[config.mk]
export PLATFORM = sky130hd
export DESIGN_NAME = ddr_cmd_sched
export DESIGN_NICKNAME = d
export VERILOG_FILES = /design/src/rtl/ddr_cmd_pkg.sv /design/src/rtl/open_row_table.sv /design/src/rtl/ddr_cmd_sched.sv
export SDC_FILE = /design/constraint.sdc
export NUM_CORES = 1
export LEC_CHECK = 0
export CORE_MARGIN = 8
export CORE_UTILIZATION = 50
export DETAILED_ROUTE_END_ITERATION = 8
export PLACE_DENSITY = 0.7
export SYNTH_ARGS = -nofsm -noshare
export SYNTH_HDL_FRONTEND = slang
export SYNTH_HIERARCHICAL = 1
export SYNTH_SLANG_ARGS = --single-unit
export TNS_END_PERCENT = 1
[constraint.sdc]
create_clock -name clk -period 3.3 [get_ports clk]
set_input_delay 0.33 -clock clk [delete_from_list [all_inputs] [get_ports clk]]
set_output_delay 0.33 -clock clk [all_outputs]
set_load 0.02 [all_outputs]
[src/rtl/ddr_cmd_pkg.sv]
// Shared types and command-pin encoding for the DDR4 command scheduler.
package ddr_cmd_pkg;

  // Width of the command/address bus the encodings below are defined on (A16..A0)
  localparam int CMD_AW  = 17;
  localparam int RAS_BIT = 16;
  localparam int CAS_BIT = 15;
  localparam int WE_BIT  = 14;
  localparam int AP_BIT  = 10;

  typedef enum logic [3:0] {
    S_IDLE,
    S_PRE,
    S_WAIT_RP,
    S_ACT,
    S_WAIT_RCD,
    S_CAS,
    S_BURST,
    S_PREA,
    S_WAIT_RP_ALL
  } state_e;

  typedef enum logic [2:0] {
    CMD_DES,
    CMD_ACT,
    CMD_RD,
    CMD_WR,
    CMD_PRE,
    CMD_PREA
  } cmd_e;

  // Build the A bus for a command; row/col arrive zero-extended to CMD_AW bits
  function automatic logic [CMD_AW-1:0] cmd_addr(input cmd_e cmd,
                                                 input logic [CMD_AW-1:0] row,
                                                 input logic [CMD_AW-1:0] col);
    logic [CMD_AW-1:0] a;
    a = '0;
    case (cmd)
      CMD_ACT: a = row;
      CMD_RD, CMD_WR: begin
        a          = col;
        a[RAS_BIT] = 1'b1;
        a[CAS_BIT] = 1'b0;
        a[WE_BIT]  = (cmd == CMD_RD);
        a[AP_BIT]  = 1'b0;
      end
      CMD_PRE, CMD_PREA: begin
        a[RAS_BIT] = 1'b0;
        a[CAS_BIT] = 1'b1;
        a[WE_BIT]  = 1'b0;
        a[AP_BIT]  = (cmd == CMD_PREA);
      end
      default: a = '0;
    endcase
    return a;
  endfunction

endpackage

[src/rtl/open_row_table.sv]
// Per-bank open-row tracker: a valid bit and row register for every bank,
// with a combinational lookup port and set / clear / clear-all update ports.
module open_row_table #(
  parameter int BANKW = 4,
  parameter int ROWW  = 17
) (
  input  logic             clk,
  input  logic             reset_n,
  input  logic [BANKW-1:0] lookup_bank,
  output logic             lookup_valid,
  output logic [ROWW-1:0]  lookup_row,
  input  logic             set_en,
  input  logic [BANKW-1:0] set_bank,
  input  logic [ROWW-1:0]  set_row,
  input  logic             clr_en,
  input  logic [BANKW-1:0] clr_bank,
  input  logic             clr_all
);

  localparam int NBANK = 1 << BANKW;

  logic [NBANK-1:0] valid_vec;
  logic [ROWW-1:0]  row_arr [NBANK];

  genvar gi;
  generate
    for (gi = 0; gi < NBANK; gi++) begin : g_bank
      logic            valid_reg;
      logic [ROWW-1:0] row_reg;

      // Closing wins over opening; a bank is only opened by an ACT to it
      always_ff @(posedge clk) begin
        if (!reset_n) begin
          valid_reg <= 1'b0;
          row_reg   <= '0;
        end else if (clr_all || (clr_en && clr_bank == BANKW'(gi))) begin
          valid_reg <= 1'b0;
        end else if (set_en && set_bank == BANKW'(gi)) begin
          valid_reg <= 1'b1;
          row_reg   <= set_row;
        end
      end

      assign valid_vec[gi] = valid_reg;
      assign row_arr[gi]   = row_reg;
    end
  endgenerate

  assign lookup_valid = valid_vec[lookup_bank];
  assign lookup_row   = row_arr[lookup_bank];

endmodule

[src/rtl/ddr_cmd_sched.sv]
// DDR4 command scheduler: one request in flight, issues PRE/ACT/RD/WR/PREA
// with tRP, tRCD and CAS-to-data spacing; all command pins are registered.
module ddr_cmd_sched
  import ddr_cmd_pkg::*;
#(
  parameter int BGWIDTH   = 2,
  parameter int BAWIDTH   = 2,
  parameter int ADDRWIDTH = 17,
  parameter int COLWIDTH  = 10,
  parameter int BL        = 8,
  parameter int TRP       = 4,
  parameter int TRCD      = 4,
  parameter int TCL       = 5
) (
  input  logic                 clk,
  input  logic                 reset_n,
  input  logic                 req_valid,
  output logic                 req_ready,
  input  logic                 req_we,
  input  logic [BGWIDTH-1:0]   req_bg,
  input  logic [BAWIDTH-1:0]   req_ba,
  input  logic [ADDRWIDTH-1:0] req_row,
  input  logic [COLWIDTH-1:0]  req_col,
  input  logic                 flush,
  output logic                 done,
  output logic                 done_we,
  output logic                 act_n,
  output logic                 cs_n,
  output logic [ADDRWIDTH-1:0] A,
  output logic [BGWIDTH-1:0]   bg,
  output logic [BAWIDTH-1:0]   ba
);

  localparam int BANKW   = BGWIDTH + BAWIDTH;
  localparam int T_BURST = TCL + BL;
  localparam int T_MAX   = (TRP > TRCD) ? ((TRP > T_BURST) ? TRP : T_BURST)
                                        : ((TRCD > T_BURST) ? TRCD : T_BURST);
  localparam int CNTW    = $clog2(T_MAX + 1);

  state_e                 state_reg;
  logic [CNTW-1:0]        cnt_reg;
  logic [BGWIDTH-1:0]     bg_lat_reg;
  logic [BAWIDTH-1:0]     ba_lat_reg;
  logic [ADDRWIDTH-1:0]   row_lat_reg;
  logic [COLWIDTH-1:0]    col_lat_reg;
  logic                   we_lat_reg;
  logic                   ready_reg;
  logic                   done_reg;
  logic                   done_we_reg;
  logic                   cs_n_reg;
  logic                   act_n_reg;
  logic [ADDRWIDTH-1:0]   a_reg;
  logic [BGWIDTH-1:0]     bg_reg;
  logic [BAWIDTH-1:0]     ba_reg;

  logic                   tbl_valid;
  logic [ADDRWIDTH-1:0]   tbl_row;
  logic                   row_hit;

  open_row_table #(
    .BANKW (BANKW),
    .ROWW  (ADDRWIDTH)
  ) u_table (
    .clk          (clk),
    .reset_n      (reset_n),
    .lookup_bank  ({req_bg, req_ba}),
    .lookup_valid (tbl_valid),
    .lookup_row   (tbl_row),
    .set_en       (state_reg == S_ACT),
    .set_bank     ({bg_lat_reg, ba_lat_reg}),
    .set_row      (row_lat_reg),
    .clr_en       (state_reg == S_PRE),
    .clr_bank     ({bg_lat_reg, ba_lat_reg}),
    .clr_all      (state_reg == S_PREA)
  );

  assign row_hit = tbl_valid && (tbl_row == req_row);

  // flush takes the idle slot, so it must also withdraw ready in that cycle
  assign req_ready = ready_reg & ~flush;
  assign done      = done_reg;
  assign done_we   = done_we_reg;
  assign cs_n      = cs_n_reg;
  assign act_n     = act_n_reg;
  assign A         = a_reg;
  assign bg        = bg_reg;
  assign ba        = ba_reg;

  // Scheduler FSM; every command state drives its pins for exactly one cycle
  always_ff @(posedge clk) begin
    if (!reset_n) begin
      state_reg   <= S_IDLE;
      cnt_reg     <= '0;
      bg_lat_reg  <= '0;
      ba_lat_reg  <= '0;
      row_lat_reg <= '0;
      col_lat_reg <= '0;
      we_lat_reg  <= 1'b0;
      ready_reg   <= 1'b0;
      done_reg    <= 1'b0;
      done_we_reg <= 1'b0;
      cs_n_reg    <= 1'b1;
      act_n_reg   <= 1'b1;
      a_reg       <= '0;
      bg_reg      <= '0;
      ba_reg      <= '0;
    end else begin
      cs_n_reg    <= 1'b1;
      act_n_reg   <= 1'b1;
      a_reg       <= '0;
      bg_reg      <= '0;
      ba_reg      <= '0;
      done_reg    <= 1'b0;
      done_we_reg <= 1'b0;
      case (state_reg)
        S_IDLE: begin
          if (flush) begin
            ready_reg <= 1'b0;
            state_reg <= S_PREA;
          end else if (req_valid && ready_reg) begin
            ready_reg   <= 1'b0;
            bg_lat_reg  <= req_bg;
            ba_lat_reg  <= req_ba;
            row_lat_reg <= req_row;
            col_lat_reg <= req_col;
            we_lat_reg  <= req_we;
            if (row_hit)        state_reg <= S_CAS;
            else if (tbl_valid) state_reg <= S_PRE;
            else                state_reg <= S_ACT;
          end else begin
            ready_reg <= 1'b1;
          end
        end
        S_PRE: begin
          cs_n_reg <= 1'b0;
          a_reg    <= ADDRWIDTH'(cmd_addr(CMD_PRE, '0, '0));
          bg_reg   <= bg_lat_reg;
          ba_reg   <= ba_lat_reg;
          cnt_reg  <= CNTW'(TRP - 1);
          state_reg <= (TRP > 1) ? S_WAIT_RP : S_ACT;
        end
        S_WAIT_RP: begin
          if (cnt_reg <= CNTW'(1)) state_reg <= S_ACT;
          else                     cnt_reg   <= cnt_reg - CNTW'(1);
        end
        S_ACT: begin
          cs_n_reg  <= 1'b0;
          act_n_reg <= 1'b0;
          a_reg     <= ADDRWIDTH'(cmd_addr(CMD_ACT, CMD_AW'(row_lat_reg), '0));
          bg_reg    <= bg_lat_reg;
          ba_reg    <= ba_lat_reg;
          cnt_reg   <= CNTW'(TRCD - 1);
          state_reg <= (TRCD > 1) ? S_WAIT_RCD : S_CAS;
        end
        S_WAIT_RCD: begin
          if (cnt_reg <= CNTW'(1)) state_reg <= S_CAS;
          else                     cnt_reg   <= cnt_reg - CNTW'(1);
        end
        S_CAS: begin
          cs_n_reg  <= 1'b0;
          a_reg     <= ADDRWIDTH'(cmd_addr(we_lat_reg ? CMD_WR : CMD_RD, '0,
                                           CMD_AW'(col_lat_reg)));
          bg_reg    <= bg_lat_reg;
          ba_reg    <= ba_lat_reg;
          // Burst spans CAS latency plus the data beats; done follows the last beat
          cnt_reg   <= CNTW'(T_BURST);
          state_reg <= S_BURST;
        end
        S_BURST: begin
          if (cnt_reg <= CNTW'(1)) begin
            done_reg    <= 1'b1;
            done_we_reg <= we_lat_reg;
            ready_reg   <= 1'b1;
            state_reg   <= S_IDLE;
          end else begin
            cnt_reg <= cnt_reg - CNTW'(1);
          end
        end
        S_PREA: begin
          cs_n_reg <= 1'b0;
          a_reg    <= ADDRWIDTH'(cmd_addr(CMD_PREA, '0, '0));
          cnt_reg  <= CNTW'(TRP - 1);
          if (TRP > 1) begin
            state_reg <= S_WAIT_RP_ALL;
          end else begin
            ready_reg <= 1'b1;
            state_reg <= S_IDLE;
          end
        end
        S_WAIT_RP_ALL: begin
          if (cnt_reg <= CNTW'(1)) begin
            ready_reg <= 1'b1;
            state_reg <= S_IDLE;
          end else begin
            cnt_reg <= cnt_reg - CNTW'(1);
          end
        end
        default: state_reg <= S_IDLE;
      endcase
    end
  end

endmodule

==> results.cfg, run 1 <==
[detailed_routing]
wl_per_cell_um = 21.0
routed_wl_mm = 40.8
ant_nets = 0
drc_errors = 0
drtIter0Drc = 902
post_drt_via_cell_ratio = 5.83
first_pass_iters = 5
dr_total_vias = 11300

[status]
status = finished, final reports clean

[clock_network]
post_cts_resize_count = 0
cts-root-buf = clkbuf_16
hold_buffers = 0
clock-sinks = 354
clk_path_buf_depth = 3
cts_max_level = 2
worstSkewPairLatency_ps = 520
path_clk_slew_ps = 60
cts_buffers = 37
cts_setup_buffers = 0
cts_tree = yes

[sta]
setup_viol = 0
post-route-period-util_pct = 85.7
rsz0062_at_grt = no
fin_skew_ps = 10.4
hold_viol = 0
report.final.slew_viol_count = 0
relSlewSlack_pct = 42.3
finalSetupTns_ps = 0
finalCriticalPeriod_ps = 2830
tightest_slew_ps = 854
fmax_mhz = 353

[yosys]
synth_top_area_cell = dfxtp_1
synth_cell_types = 62
avgSynthCellArea_sq_um = 10.3
yosys.area.top_type_share_pct = 46.2
synth_seq_cells = 354
syn-cell-area_sq_mm = 0.0153
ys_seq_area_share_pct = 46.2
ys.flop_type = dfxtp_1
synth-edff-count = 0
ys_top_cells_by_area = dfxtp_1, mux2i_1, mux4_2
syn_inst = 1495
yosysWarnings = 6
syn-num-nets = 1533
synth_async_sr_flop_share_pct = 0

[floorplanning]
start_util_pct = 50.5
ioPinCount = 62
dieArea_sq_mm = 0.0365
rows = 64
die_x_um = 191
die_h_um = 191
core_sq_mm = 0.0303

[min_path]
hold_class = in2reg

[placed_design]
dp_hpwl_mm = 25.8
place_area_sq_mm = 0.0163
port_buffers = 61
gp_congestion = 0.856

[pwr]
combPwrFrac_pct = 11.4
sw_frac_of_total_pct = 25.5
power_density_mw_per_mm2 = 550
p_sw_mw = 2.46
p_int_mw = 7.19
p_leak_nw = 7.29
ir_drop_uv = 300
sequentialPowerShare_pct = 46.3
pwr-share-clk_pct = 42.3

[cells_and_area]
final_cell_mix = nand2_1, dfxtp_1, mux2i_1
diodes = 0
multi_input_area_sq_mm = 0.00768
postLayoutCoreUtil_pct = 57.8
largest_reg_flops = 272
area_delta_synth_final_pct = 14.4
layout.cells.most_common = nand2_1
layout.nets = 1554
seq_area_sq_mm = 0.00709
drive_above_1_share_pct = 13.6
fillers = 2545
fin_area_sq_mm = 0.0175

[setup_path]
required_ps = 3730
slowest_stage = dfxtp_1
crit_family = simple AND/OR/NAND/NOR gates
crit_type = reg2reg
arrival_ps = 3260
path_buf_inv = 1
rrSetupSlack_ps = 470
worst_setup_path_start_kind = flip-flop
slowest_delay_ps = 580
crit_chain = nand2b_1, nor3_1, nand3b_1, o211ai_1, buf_4, mux2i_1
cp-end-kind = flip-flop
path_max_fanout = 17

[grt]
antenna_found_initial = 0
overflow = 0
grt_max_degree = 105
grt_pass1_wl_mm = 63.8
grt_pass1_vias = 11300
grtUsageTotal_pct = 22.0

[run]
drv_cap = 0
synthesized netlist by cell type, types with 14 or more instances:
cell type / n
a22oi_1: 47
dfxtp_1: 354
buf_2: 39
mux4_2: 72
buf_1: 14
nor3_1: 19
mux2i_1: 273
nor2_1: 34
clkbuf_1: 71
xnor2_1: 17
nand2_1: 382
a21oi_1: 57
metrics by stage:
step,hold slack (ps),power (mW),setup WS [ps],instances
floorplan,432,5.32,530,1495
global placement,439,5.64,551,1873
detailed placement,447,5.66,545,1873
CTS,178,9.71,509,1940
global route,212,10.0,284,1940
finish,188,9.65,470,1940
final cells by class:
class / instances / share of cell area [%]
timing repair buffer: 112 / 5.94
clock inverter: 9 / 0.278
clock buffer: 58 / 6.60
tap: 396 / 2.83
inverter: 6 / 0.128
sequential: 354 / 40.4
multi-input combinational: 1005 / 43.8
power groups by stage:
| stage | combinational (mW) | clock, mW | sequential, mW |
|---|---|---|---|
| global placement | 1.08 | 0 | 4.55 |
| floorplan | 0.831 | 0 | 4.49 |
| CTS | 1.10 | 4.14 | 4.46 |
| global route | 1.20 | 4.33 | 4.48 |
| finish | 1.10 | 4.08 | 4.47 |
| detailed placement | 1.10 | 0 | 4.56 |
per-layer routing:
layer	share of wire, %	global-route usage [%]	wire length [um]
met2	45	34.5	18500
met4	3.3	8.05	1340
met5	0	0	0
met3	7.3	4.21	2980
met1	44	29.9	18100
worst reg2reg max path: cells and delay by family (launching register included):
kind	cells	cell delay [ps]
buffers and inverters	1	460
muxes	1	270
AOI/OAI and AO/OA	1	290
DFF	1	580
and+or+nand+nor	3	1130
kinds of logic (layout without fill, tap and decap cells):
group	count (synthesis)	count (layout)	share of synthesized area [%]
buf+inv	136	185	3.94
xor+xnor	17	17	0.971
mux	345	345	28.4
flops	354	354	46.2
compound gates	148	148	6.65
fa+ha+maj	2	2	0.163
simple gates	493	493	13.6
final timing paths:
check / endpoint / start / cells after the start
hold / removal: ba_lat_reg[0] / req_ba[0] / 3
setup / recovery: u_table/g_bank[7].row_reg[8] / state_reg[0] / 6
setup reg to reg: u_table/g_bank[7].row_reg[8] / state_reg[0] / 6
hold reg to reg: u_table/g_bank[11].row_reg[3] / u_table/g_bank[11].row_reg[3] / 2
(Power assumes the default switching activity.)
==> inputs of run 2 (changes only) <==
--- a/config.mk
+++ b/config.mk
@@ -8,5 +8,5 @@
 export CORE_MARGIN = 8
-export CORE_UTILIZATION = 50
+export CORE_UTILIZATION = 45
 export DETAILED_ROUTE_END_ITERATION = 8
-export PLACE_DENSITY = 0.7
+export PLACE_DENSITY = 0.64
 export SYNTH_ARGS = -nofsm -noshare
==> constraint.sdc (replaced) <==
create_clock -name clk -period 3.3 [get_ports clk]
set_input_delay 0.66 -clock clk [delete_from_list [all_inputs] [get_ports clk]]
set_output_delay 0.66 -clock clk [all_outputs]
set_load 0.02 [all_outputs]
==> run 2 against run 1 <==
  * Die area grew 10%
  * Clock-buffer cell count grew 1
  * Global-route usage shrank 1.8 points
  * Largest power group unchanged
  * Critical path depth is the same
  * Clock skew is essentially flat
  * Highest routed layer unchanged
  * Setup slack gained 39 ps
  * Sequential share of layout area shrank 0.39 points
  * Power grew 3.5%
  * Largest cell class unchanged
==> results.cfg, run 2 (synthesized netlist as in run 1, its figures left out) <==
[setup_path]
path_max_fanout = 17
required_ps = 3670
crit_type = reg2reg
worst_setup_path_start_kind = flip-flop
ff2ff_path_depth = 6
rr_endpoint = u_table/g_bank[4].row_reg[5]
slowest_delay_ps = 680
path_common_cell = buf_4
rrSetupSlack_ps = 510
arrival_ps = 3160
critPathLaunch = state_reg[1]
slowest_stage = dfxtp_1
crit_chain = nor3b_4, buf_4, nor4bb_1, o311ai_2, buf_4, mux2i_1
crit-reg2reg-launch = state_reg[1]
cp-end-kind = flip-flop
endpoint = u_table/g_bank[4].row_reg[5]

[floorplanning]
rows = 67
dieArea_sq_mm = 0.0402
start_util_pct = 45.7
ioPinCount = 62
core_sq_mm = 0.0335
die_h_um = 201
die_x_um = 201

[detailed_routing]
drc_errors = 0
ant_nets = 0
drtIter0Drc = 781
post_drt_via_cell_ratio = 5.67
wl_per_cell_um = 21.2
first_pass_iters = 5
dr_total_vias = 11300
routed_wl_mm = 42.1

[min_path]
hold_class = reg2reg

[placed_design]
port_buffers = 61
dp_hpwl_mm = 26.1
place_area_sq_mm = 0.0164
gp_congestion = 0.842

[sta]
finalSetupTns_ps = 0
finalCriticalPeriod_ps = 2790
post-route-period-util_pct = 84.6
setup_viol = 0
relSlewSlack_pct = 35.9
tightest_slew_ps = 960
fmax_mhz = 358
report.final.slew_viol_count = 0
hold_viol = 0
hold-worst-slack_ps = 454
rsz0062_at_grt = no
fin_skew_ps = 10.7

[clock_network]
cts_setup_buffers = 0
clk_path_buf_depth = 3
path_clk_slew_ps = 60
clock-sinks = 354
cts-root-buf = clkbuf_16
hold_buffers = 0
post_cts_resize_count = 0
cts_tree = yes
worstSkewPairLatency_ps = 520
cts_max_level = 2
cts_buffers = 39

[grt]
overflow = 0
grt_pass1_vias = 11100
antenna_found_initial = 0
grt_max_degree = 109
grtUsageTotal_pct = 20.3
grt_pass1_wl_mm = 65.5

[cells_and_area]
final_cell_mix = nand2_1, dfxtp_1, mux2i_1
layout.cells.most_common = nand2_1
area_delta_synth_final_pct = 15.5
drive_above_1_share_pct = 13.5
largest_reg_flops = 272
fillers = 2986
fin_area_sq_mm = 0.0177
postLayoutCoreUtil_pct = 52.8
diodes = 0
layout.nets = 1553

[pwr]
pwr-share-clk_pct = 44.0
power_density_mw_per_mm2 = 564
sw_frac_of_total_pct = 25.2
combPwrFrac_pct = 11.7
p_leak_nw = 7.33
p_sw_mw = 2.51
sequentialPowerShare_pct = 44.3
ir_drop_uv = 413
p_int_mw = 7.48

[run]
drv_cap = 0

[status]
status = finished, final reports clean
## run 2: layout make-up
cell class / count / area, sq um / area share (%)
clock buffers: 59 / 1210 / 6.85
clock inverters: 8 / 98.8 / 0.558
inverters: 6 / 22.5 / 0.127
multi-input cells: 1005 / 7680 / 43.4
flip-flops and latches: 354 / 7090 / 40.0
well taps: 448 / 561 / 3.17
repair buffers: 109 / 1040 / 5.90
## run 2: worst min path at each step
stage	to	slack [ps]	from	cells past startpoint
global route	col_lat_reg[7]	470	col_lat_reg[7]	2
floorplan	u_table/g_bank[2].row_reg[0]	430	u_table/g_bank[2].row_reg[0]	2
global placement	u_table/g_bank[12].row_reg[11]	440	u_table/g_bank[12].row_reg[11]	2
finish	col_lat_reg[7]	450	col_lat_reg[7]	2
detailed placement	col_lat_reg[7]	450	col_lat_reg[7]	2
CTS	col_lat_reg[7]	450	col_lat_reg[7]	2
## run 2: per-stage QoR
stage / power (mW) / setup slack [ps] / std cells
2_1_floorplan: 5.32 / 291 / 1495
3_3_place_gp: 5.67 / 287 / 1922
3_5_place_dp: 5.68 / 214 / 1922
4_1_cts: 10.1 / 556 / 1989
5_1_grt: 10.4 / 262 / 1989
6_report: 9.99 / 509 / 1989
## run 2: metal layers
metal | GRT usage (%) | part of all wire (%)
met1 | 26.4 | 44
met2 | 33.3 | 47
met3 | 3.16 | 5.4
met4 | 7.99 | 3.7
met5 | 0 | 0
## run 2: power by group through the flow
stage                     sequential [mW]  clock [mW]  combinational (mW)
after floorplan                      4.49           0               0.831
after global placement               4.52           0                1.15
after detailed placement             4.52           0                1.17
after CTS                            4.42        4.48                1.17
after global routing                 4.44        4.65                1.28
final                                4.43        4.40                1.17
## run 2: worst max-delay path, delay by kind of cell (launching register included)
kind | cells | cell delay [ps]
AOI/OAI and AO/OA | 1 | 200
buffers and inverters | 2 | 580
DFF | 1 | 680
muxes | 1 | 170
and+or+nand+nor | 2 | 1000
